$ cat src/rtl/upload_packer.sv
// upload_packer
//   Consumer end of the handler upload interface. Collects one packet of
//   payload bytes (req held high for the whole packet, bytes on valid/ready),
//   buffers and counts them, then emits a framed packet byte-by-byte:
//     HDR0, HDR1, source, len_hi, len_lo, payload[0..N-1], checksum
//   checksum = (source + len_hi + len_lo + sum(payload)) mod 256.
//
// Ports
//   clk, rst_n           clock, asynchronous active-low reset
//   upload_req           high for the duration of a packet
//   upload_data/_source  payload byte / packet source ID
//   upload_valid/_ready  payload byte handshake
//   tx_data/_valid/_ready framed output byte stream
//   busy                 not IDLE
//   overflow             sticky: a byte was dropped because the buffer was full
module upload_packer #(
  parameter int         FIFO_DEPTH = 256,
  parameter logic [7:0] HDR0       = 8'hAA,
  parameter logic [7:0] HDR1       = 8'h44
) (
  input  logic       clk,
  input  logic       rst_n,
  input  logic       upload_req,
  input  logic [7:0] upload_data,
  input  logic [7:0] upload_source,
  input  logic       upload_valid,
  output logic       upload_ready,
  output logic [7:0] tx_data,
  output logic       tx_valid,
  input  logic       tx_ready,
  output logic       busy,
  output logic       overflow
);

  localparam int          AW      = $clog2(FIFO_DEPTH);
  localparam logic [15:0] DEPTH16 = FIFO_DEPTH[15:0];

  typedef enum logic [3:0] {
    IDLE, COLLECT, S_H0, S_H1, S_SRC, S_LENH, S_LENL, S_DATA, S_SUM
  } state_t;

  state_t          r_state, w_nxt;
  logic [7:0]      r_mem [FIFO_DEPTH];
  logic [AW-1:0]   r_wr, r_rd;
  logic [15:0]     r_cnt, w_cnt_nxt;
  logic [7:0]      r_sum, r_src, r_tx_data, w_ld_byte;
  logic            r_ovf;
  // Held low for the first cycle after reset so upload_ready comes out of
  // reset at 0 even though IDLE with an empty buffer would otherwise be ready.
  logic            r_en;
  logic            w_accept, w_hs, w_pop, w_seed, w_clr, w_full;
  logic [7:0]      w_seed_sum;

  assign w_full       = (r_cnt == DEPTH16);
  assign upload_ready = r_en && (r_state == IDLE || r_state == COLLECT) && !w_full;
  assign w_accept     = upload_valid && upload_ready && (r_state == COLLECT || upload_req);
  assign w_cnt_nxt    = r_cnt + {15'd0, w_accept};
  assign tx_valid     = (r_state != IDLE) && (r_state != COLLECT);
  assign tx_data      = r_tx_data;
  assign busy         = (r_state != IDLE);
  assign overflow     = r_ovf;
  assign w_hs         = tx_valid && tx_ready;

  // Checksum seed includes a byte accepted in the same cycle req drops.
  assign w_seed_sum = r_sum + (w_accept ? upload_data : 8'd0) + r_src
                    + w_cnt_nxt[15:8] + w_cnt_nxt[7:0];

  // Next state and the byte to present next. tx_data is loaded on the
  // transition into each send state, so it is stable while tx_valid waits.
  always_comb begin
    w_nxt     = r_state;
    w_ld_byte = r_tx_data;
    w_pop     = 1'b0;
    w_seed    = 1'b0;
    w_clr     = 1'b0;
    case (r_state)
      IDLE:    if (upload_req) w_nxt = COLLECT;
      COLLECT: if (!upload_req) begin
        if (w_cnt_nxt == 16'd0) w_nxt = IDLE;
        else begin
          w_nxt     = S_H0;
          w_seed    = 1'b1;
          w_ld_byte = HDR0;
        end
      end
      S_H0:   if (w_hs) begin w_nxt = S_H1;   w_ld_byte = HDR1;         end
      S_H1:   if (w_hs) begin w_nxt = S_SRC;  w_ld_byte = r_src;        end
      S_SRC:  if (w_hs) begin w_nxt = S_LENH; w_ld_byte = r_cnt[15:8];  end
      S_LENH: if (w_hs) begin w_nxt = S_LENL; w_ld_byte = r_cnt[7:0];   end
      // r_cnt counts bytes still in the buffer; it is at least 1 here.
      S_LENL: if (w_hs) begin
        w_nxt     = S_DATA;
        w_ld_byte = r_mem[r_rd];
        w_pop     = 1'b1;
      end
      S_DATA: if (w_hs) begin
        if (r_cnt != 16'd0) begin
          w_ld_byte = r_mem[r_rd];
          w_pop     = 1'b1;
        end else begin
          w_nxt     = S_SUM;
          w_ld_byte = r_sum;
        end
      end
      S_SUM:  if (w_hs) begin w_nxt = IDLE; w_clr = 1'b1; end
      default: w_nxt = IDLE;
    endcase
  end

  always_ff @(posedge clk or negedge rst_n) begin
    if (!rst_n) r_state <= IDLE;
    else        r_state <= w_nxt;
  end

  // Payload storage; contents need no reset, pointers do.
  always_ff @(posedge clk) begin
    if (w_accept) r_mem[r_wr] <= upload_data;
  end

  always_ff @(posedge clk or negedge rst_n) begin
    if (!rst_n) begin
      r_wr      <= '0;
      r_rd      <= '0;
      r_cnt     <= '0;
      r_sum     <= '0;
      r_src     <= '0;
      r_tx_data <= '0;
      r_ovf     <= 1'b0;
      r_en      <= 1'b0;
    end else begin
      r_en      <= 1'b1;
      r_tx_data <= w_ld_byte;
      if (r_state == IDLE && upload_req) r_src <= upload_source;
      if (w_accept) r_wr <= r_wr + 1'b1;
      if (w_pop)    r_rd <= r_rd + 1'b1;
      if (w_clr)         r_cnt <= '0;
      else if (w_pop)    r_cnt <= r_cnt - 16'd1;
      else               r_cnt <= w_cnt_nxt;
      if (w_clr)         r_sum <= '0;
      else if (w_seed)   r_sum <= w_seed_sum;
      else if (w_accept) r_sum <= r_sum + upload_data;
      if (r_state == COLLECT && upload_valid && w_full) r_ovf <= 1'b1;
    end
  end

endmodule

$ cat config.mk
export PLATFORM = sky130hd
export DESIGN_NAME = upload_packer
export DESIGN_NICKNAME = d
export VERILOG_FILES = /design/src/rtl/upload_packer.sv
export SDC_FILE = /design/constraint.sdc
export NUM_CORES = 2
export LEC_CHECK = 0
export ABC_AREA = 1
export ABC_CLOCK_PERIOD_IN_PS = 8300
export CAP_MARGIN = 20
export CORE_ASPECT_RATIO = 1.5
export CORE_MARGIN = 3
export CORE_UTILIZATION = 61
export CTS_CLUSTER_SIZE = 14
export DETAILED_ROUTE_END_ITERATION = 16
export DONT_BUFFER_PORTS = 1
export PLACE_DENSITY_LB_ADDON = 0.2
export SKIP_CTS_REPAIR_TIMING = 1
export SLEW_MARGIN = 20
export SYNTH_ARGS = -nofsm -noshare
export SYNTH_HDL_FRONTEND = slang
export SYNTH_SLANG_ARGS = --single-unit
$ cat constraint.sdc
create_clock -name clk -period 8.3 [get_ports clk]
set_clock_uncertainty 0.15 [all_clocks]
set_input_delay 1.66 -clock clk [delete_from_list [all_inputs] [get_ports clk]]
set_output_delay 1.66 -clock clk [all_outputs]
set_load 0.03 [all_outputs]
-- Yosys cells after proc, flatten, opt, wreduce, memory -nomap -nowiden
Memories as Yosys holds them, arrays and structs flattened.
Index checks and enable logic that the tools add are counted.
- flip-flop bits (word level): 62
- memory bits (writable): 2048
- logic and storage cells: 98
- memories kept: 1
- output and inout port bits: 12
- equality and inequality tests: 21
- add/sub/neg operators: 9
- reductions and logical operators: 20
- mux-type cells: 38
- memory list (name ; words ; bits a word ; rd ports ; clocked after memory_dff ; wr ports ; line ; RTL):
    r_mem ; 256 ; 8 ; 1 ; 0 ; 1 ; 43 ; logic [7:0] r_mem [FIFO_DEPTH];
- operators with widths (kind ; count):
    8-bit 2-to-1 mux ; 13
    8-bit one-hot mux with 7 select lines ; 1
    8-bit adder ; 5
    4-bit 2-to-1 mux ; 10
    4-bit one-hot mux with 9 select lines ; 1
    16-bit 2-to-1 mux ; 2
    2-bit != test, second input constant ; 11
    16-bit by 1-bit adder with 16-bit output ; 1
    8-bit by 1-bit adder with 8-bit output, second input constant ; 2
    16-bit by 9-bit == test with 1-bit output, second input constant ; 1
    4-bit by 3-bit == test with 1-bit output, second input constant ; 4
    16-bit logical NOT ; 1
    16-bit nonzero test ; 1
    16-bit by 1-bit subtractor with 16-bit output, second input constant ; 1
    10-bit AND reduction ; 1
    1-bit logical AND ; 9
    1-bit 2-to-1 mux ; 9
    9-bit AND reduction ; 1
    4-bit by 2-bit == test with 1-bit output, second input constant ; 2
    7-bit nonzero test ; 1
    4-bit by 1-bit == test with 1-bit output, second input constant ; 1
    4-bit == test, second input constant ; 1
    4-bit logical NOT ; 1
    4-bit by 1-bit != test with 1-bit output, second input constant ; 1
    6 further kinds ; 7

-- Longest topological paths before layout
- depth in word-level cells: 13
- mapped depth: 41

-- Least setup slack after synthesis
OpenSTA, ideal clock, no wires.
- path kind: input to register
- start point: in upload_req
- end point: reg r_sum[7]
- arrival time: 6041 ps
- slack: 1992 ps
- data required time: 8034 ps
- library setup time: 116 ps
- cell stages on the path: 34
- path buffers: 1
- cell sequence: o21ai_0 > inv_1 > nand2_4 > inv_2 > buf_2 > ha_1 > ha_1 > nand2_2 > nor2_2 > nand2_2 > nor2_4 > nor2_1 > a21oi_2 > fa_1 > fa_1 > fa_1 > inv_1 > ha_1 > fa_1 > nand3_1 > nand2_1 > nand2_1 > nand2_1 > a21oi_1 > or2_2 > nand2_1 > inv_1 > nand2_1 > nand2_1 > nand2_1 > nand2_1 > nand2_1 > nand2_1 > nand2_1
- word-level cells in the longest chain between the ends: 9
- elaborated cells on any way between the ends: 15
- those cells by class: 5 x add/sub; 6 x mux; 4 x reduce/logical
- ends and longest elaborated chain (element ; line ; RTL):
    start, declared ; 23 ; input logic upload_req,
    1-bit logical OR * ; 56 ; assign w_accept = upload_valid && upload_ready && (r_state == COLLECT || upload_req);
    1-bit logical AND * ; 56 ;
    named net w_accept ; 51 ; logic w_accept, w_hs, w_pop, w_seed, w_clr, w_full;
    8-bit 2-to-1 mux / 16-bit by 1-bit adder with 16-bit output (equally long branches) ; 65, 57 ;
    8-bit adder / 16-bit logical NOT (equally long branches) ; 65, 79 ;
    8-bit adder / 1-bit 2-to-1 mux (equally long branches) ; 65, 79 ;
    8-bit adder / 1-bit 2-to-1 mux (equally long branches) ; 66, 78 ;
    8-bit adder / 1-bit 2-to-1 mux (equally long branches) ; 66, 76 ;
    8-bit 2-to-1 mux ; 140 ; else if (w_seed) r_sum <= w_seed_sum;
    8-bit 2-to-1 mux ; 139 ; if (w_clr) r_sum <= '0;
    end signal, assigned ; 140 ;
    end signal, assigned ; 141 ; else if (w_accept) r_sum <= r_sum + upload_data;
    end, declared ; 46 ; logic [7:0] r_sum, r_src, r_tx_data, w_ld_byte;
Mark *: on every way through the listed nets, which the timed path passes. The rest lies on a longest branch.
A chain may end at the register's enable or synchronous reset.

-- Final worst setup path
- start point: reg r_state[3]
- end point: reg r_sum[7]
- elaborated cells on any way between the ends: 28
- those cells by class: 5 x add/sub; 3 x eq/ne; 8 x mux; 12 x reduce/logical
- RTL lines (element ; line ; RTL):
    start, declared ; 42 ; state_t r_state, w_nxt;
    start signal, assigned ; 112 ; else r_state <= w_nxt;
    4-bit by 1-bit != test with 1-bit output / 4-bit nonzero test (equally long branches) ; 58 ; assign tx_valid = (r_state != IDLE) && (r_state != COLLECT);
    1-bit logical AND * ; 58 ;
    named net tx_valid ; 29 ; output logic tx_valid,
    1-bit logical AND * ; 62 ; assign w_hs = tx_valid && tx_ready;
    1-bit 2-to-1 mux * ; 105 ; S_SUM: if (w_hs) begin w_nxt = IDLE; w_clr = 1'b1; end
    1-bit 2-to-1 mux * ; 76 ; case (r_state)
    3-bit nonzero test (no source line) / 8-bit 2-to-1 mux (equally long branches) ; - ;
Marked as above.

==> reports/results.ini <==
[drt]
wl_met3_um = 19500
drt-total-wl_um = 225000
wl_met1_um = 82500
first_pass_iters = 12
vias = 57824
via_per_inst = 6.19
drtIter0Drc = 7456
postRouteAntennaNets = 0
route.detailed.drc = 0
wl_met2_um = 110000
wl_per_cell_um = 24.1
top_layer = met5

[synth]
synth_top_area_cell = edfxtp_1
synth_seq_cells = 2110
async_reset_ff_share_pct = 2.94
synth_cells = 7577
synth-seq-area-share_pct = 71.9
synth_fp_nets = 7642
synthTopCellsByCount = nand2_1 (2196), nand3_1 (2063), edfxtp_1 (2048)
ys_top_cells_by_area = edfxtp_1 (70%), nand3_1 (12%), nand2_1 (9.4%), dfrtp_1 (1.8%), nor2_1 (1.3%)
synth.avg_cell_area_um2 = 11.6
synth_top_area_share_pct = 70.1
ys_types = 53
ys.flop_type = edfxtp_1
synthMostInstantiatedCell = nand2_1
synth_area_mm2 = 0.0877
synth_edf_count = 2048
ys_warn_count = 0

[worst_setup_path]
worstPathArrival_ns = 7.13
critPathCaptureType = flip-flop
path_delay_family = simple AND/OR/NAND/NOR gates
cp_slowest_cell = fa_1
cp_common_cell = nand2_1
path_class = reg -> reg
start_kind = flip-flop
crit_start = r_state[3]
max_stage_delay_ns = 0.52
cp.required_ns = 8.86
rr_startpoint = r_state[3]
cp_max_fo = 21
path_buf_inv = 6

[cts]
h-tree-depth = 4
root_buffer = clkbuf_16
cts_buffers = 186
cts_max_path_buffers = 3
clk_latency_ns = 0.82
clock-sinks = 2110
cts_tree = built
cts.clk_slew.worst_paths_ns = 0.07

[hold_path]
hold_class = in -> async

[pwr]
switching_share_pct = 37.0
p_per_area_mw_per_mm2 = 319
p_int_w = 0.0189
power_frac_seq_pct = 40.1
irDropWorstVdd_v = 0.000439
p_leak_nw = 33.0
clkPwrFrac_pct = 27.4
p_comb_share_pct = 32.5
power.switching_w = 0.0111

[timing]
worst_pin_slew_ns = 1.61
slew_viol_final = 109
fin_crit_sh_pct = 79.2
fmax_ghz = 0.152
hold_violations = 0
setup_tns_ns = 0
finalCriticalPeriod_ns = 6.57
slew_headroom_pct = -7.02
rsz0062_at_grt = false
setup_viol = 0

[grt]
antenna_found_initial = 4
grt_overflow_total = 0
grt_usage_pct = 30.3
grt_pass1_wl_um = 338000
grt_start_max_net_pins = 260
grt_pass1_vias = 54958

[floorplan]
die_area_mm2 = 0.148
die_h_um = 470
pin_count = 33
initial_core_util_pct = 61.7
dieWidth_um = 316
core_area_mm2 = 0.142
fp-row-count = 169

[final_layout]
fin_nets = 7382
fin_cells = 9335
areaGrowthSynthToFinish_pct = 7.48
drive_gt1_share_pct = 4.88

[run]
max_cap_viol_count = 0

[placement]
gp_congestion = 0.932
dp_hpwl_um = 121000
port_buffers = 0
place_inst = 9010

[outcome]
status = finished, violations left
violations = max-slew violations

==> area by class of cell <==
cell class                      instances  area (um2)
Clock buffer                          253        5070
Tap cell                             1881        2350
Clock inverter                         70         606
Fill cell                           10356       47900
Sequential cell                      2110       63100
Antenna cell                            2        5.00
Timing Repair Buffer                   48         523
Multi-Input combinational cell       4836       22100
Inverter                              135         537
==> flip-flops by register name (all words and copies together) (netlist names) <==
name,cells
r_rd,8
r_mem,2048
tx_data,8
r_src,8
r_wr,8
r_state,4
r_sum,8
overflow,1
r_cnt,16
r_en,1
==> cell usage in the layout, fill, tap and decap left out, types with 9 or more instances in the layout <==
cell type and count:
nand2_1 2190, clkbuf_16 190, buf_4 35, nand3_2 12, fa_1 21, clkinv_2 17
o21ai_0 31, clkinv_1 35, edfxtp_1 2048, clkbuf_1 55, nor2_1 315, xor2_1 35
nor3_1 12, inv_2 9, a211oi_1 9, inv_1 118, ha_1 23, buf_12 13
dfrtp_1 57, a21oi_1 40, nand2_2 13, nand3_1 2063
==> kinds of logic after synthesis <==
| kind of cell | count (synthesis) | synth area share, % |
|---|---|---|
| buffers and inverters | 631 | 2.94 |
| adders and majority gates | 44 | 0.808 |
| AOI/OAI and AO/OA | 97 | 0.631 |
| muxes | 2 | 0.0257 |
| DFF | 2110 | 71.9 |
| xor gates and xnor gates | 46 | 0.485 |
| and+or+nand+nor | 4646 | 23.2 |
| other | 1 | 0.00428 |
==> power groups by stage <==
stage                     Clock, W  Sequential, W  Combinational (W)
after floorplan                  0         0.0120            0.00677
after global placement           0         0.0123            0.00946
after detailed placement         0         0.0123            0.00958
after CTS                  0.00826         0.0120            0.00962
after global routing       0.00868         0.0120             0.0106
final                      0.00821         0.0120            0.00976
==> metrics by stage <==
step	util [%]	setup slack, ns	power [W]	hold WS [ns]	cell area (um2)
2_1_floorplan	-	1.99	0.0188	0.316	87700
4_1_cts	66.3	1.70	0.0299	0.329	94200
3_5_place_dp	62.3	1.38	0.0218	0.366	88500
3_3_place_gp	62.3	1.31	0.0217	0.349	88500
6_report	66.3	1.73	0.0300	0.372	94200
5_1_grt	66.3	1.18	0.0313	0.337	94200
==> metal layers <==
layer | vias up | GRT usage (%)
li1 | 26165 | -
met1 | 28006 | 39.9
met2 | 3017 | 49.3
met3 | 632 | 4.61
met4 | 4 | 15.5
met5 | - | 0
==> final timing paths <==
kind,end,slack [ns],cells after the start
max,r_sum[7],1.73,38
min,r_rd[3],0.37,0
max reg2reg,r_sum[7],1.73,38
min reg2reg,r_sum[2],0.38,2
max in group asynchronous,r_sum[1],7.53,0
min in group clk,r_sum[2],0.38,2
Power figures use the tool's default switching activity.
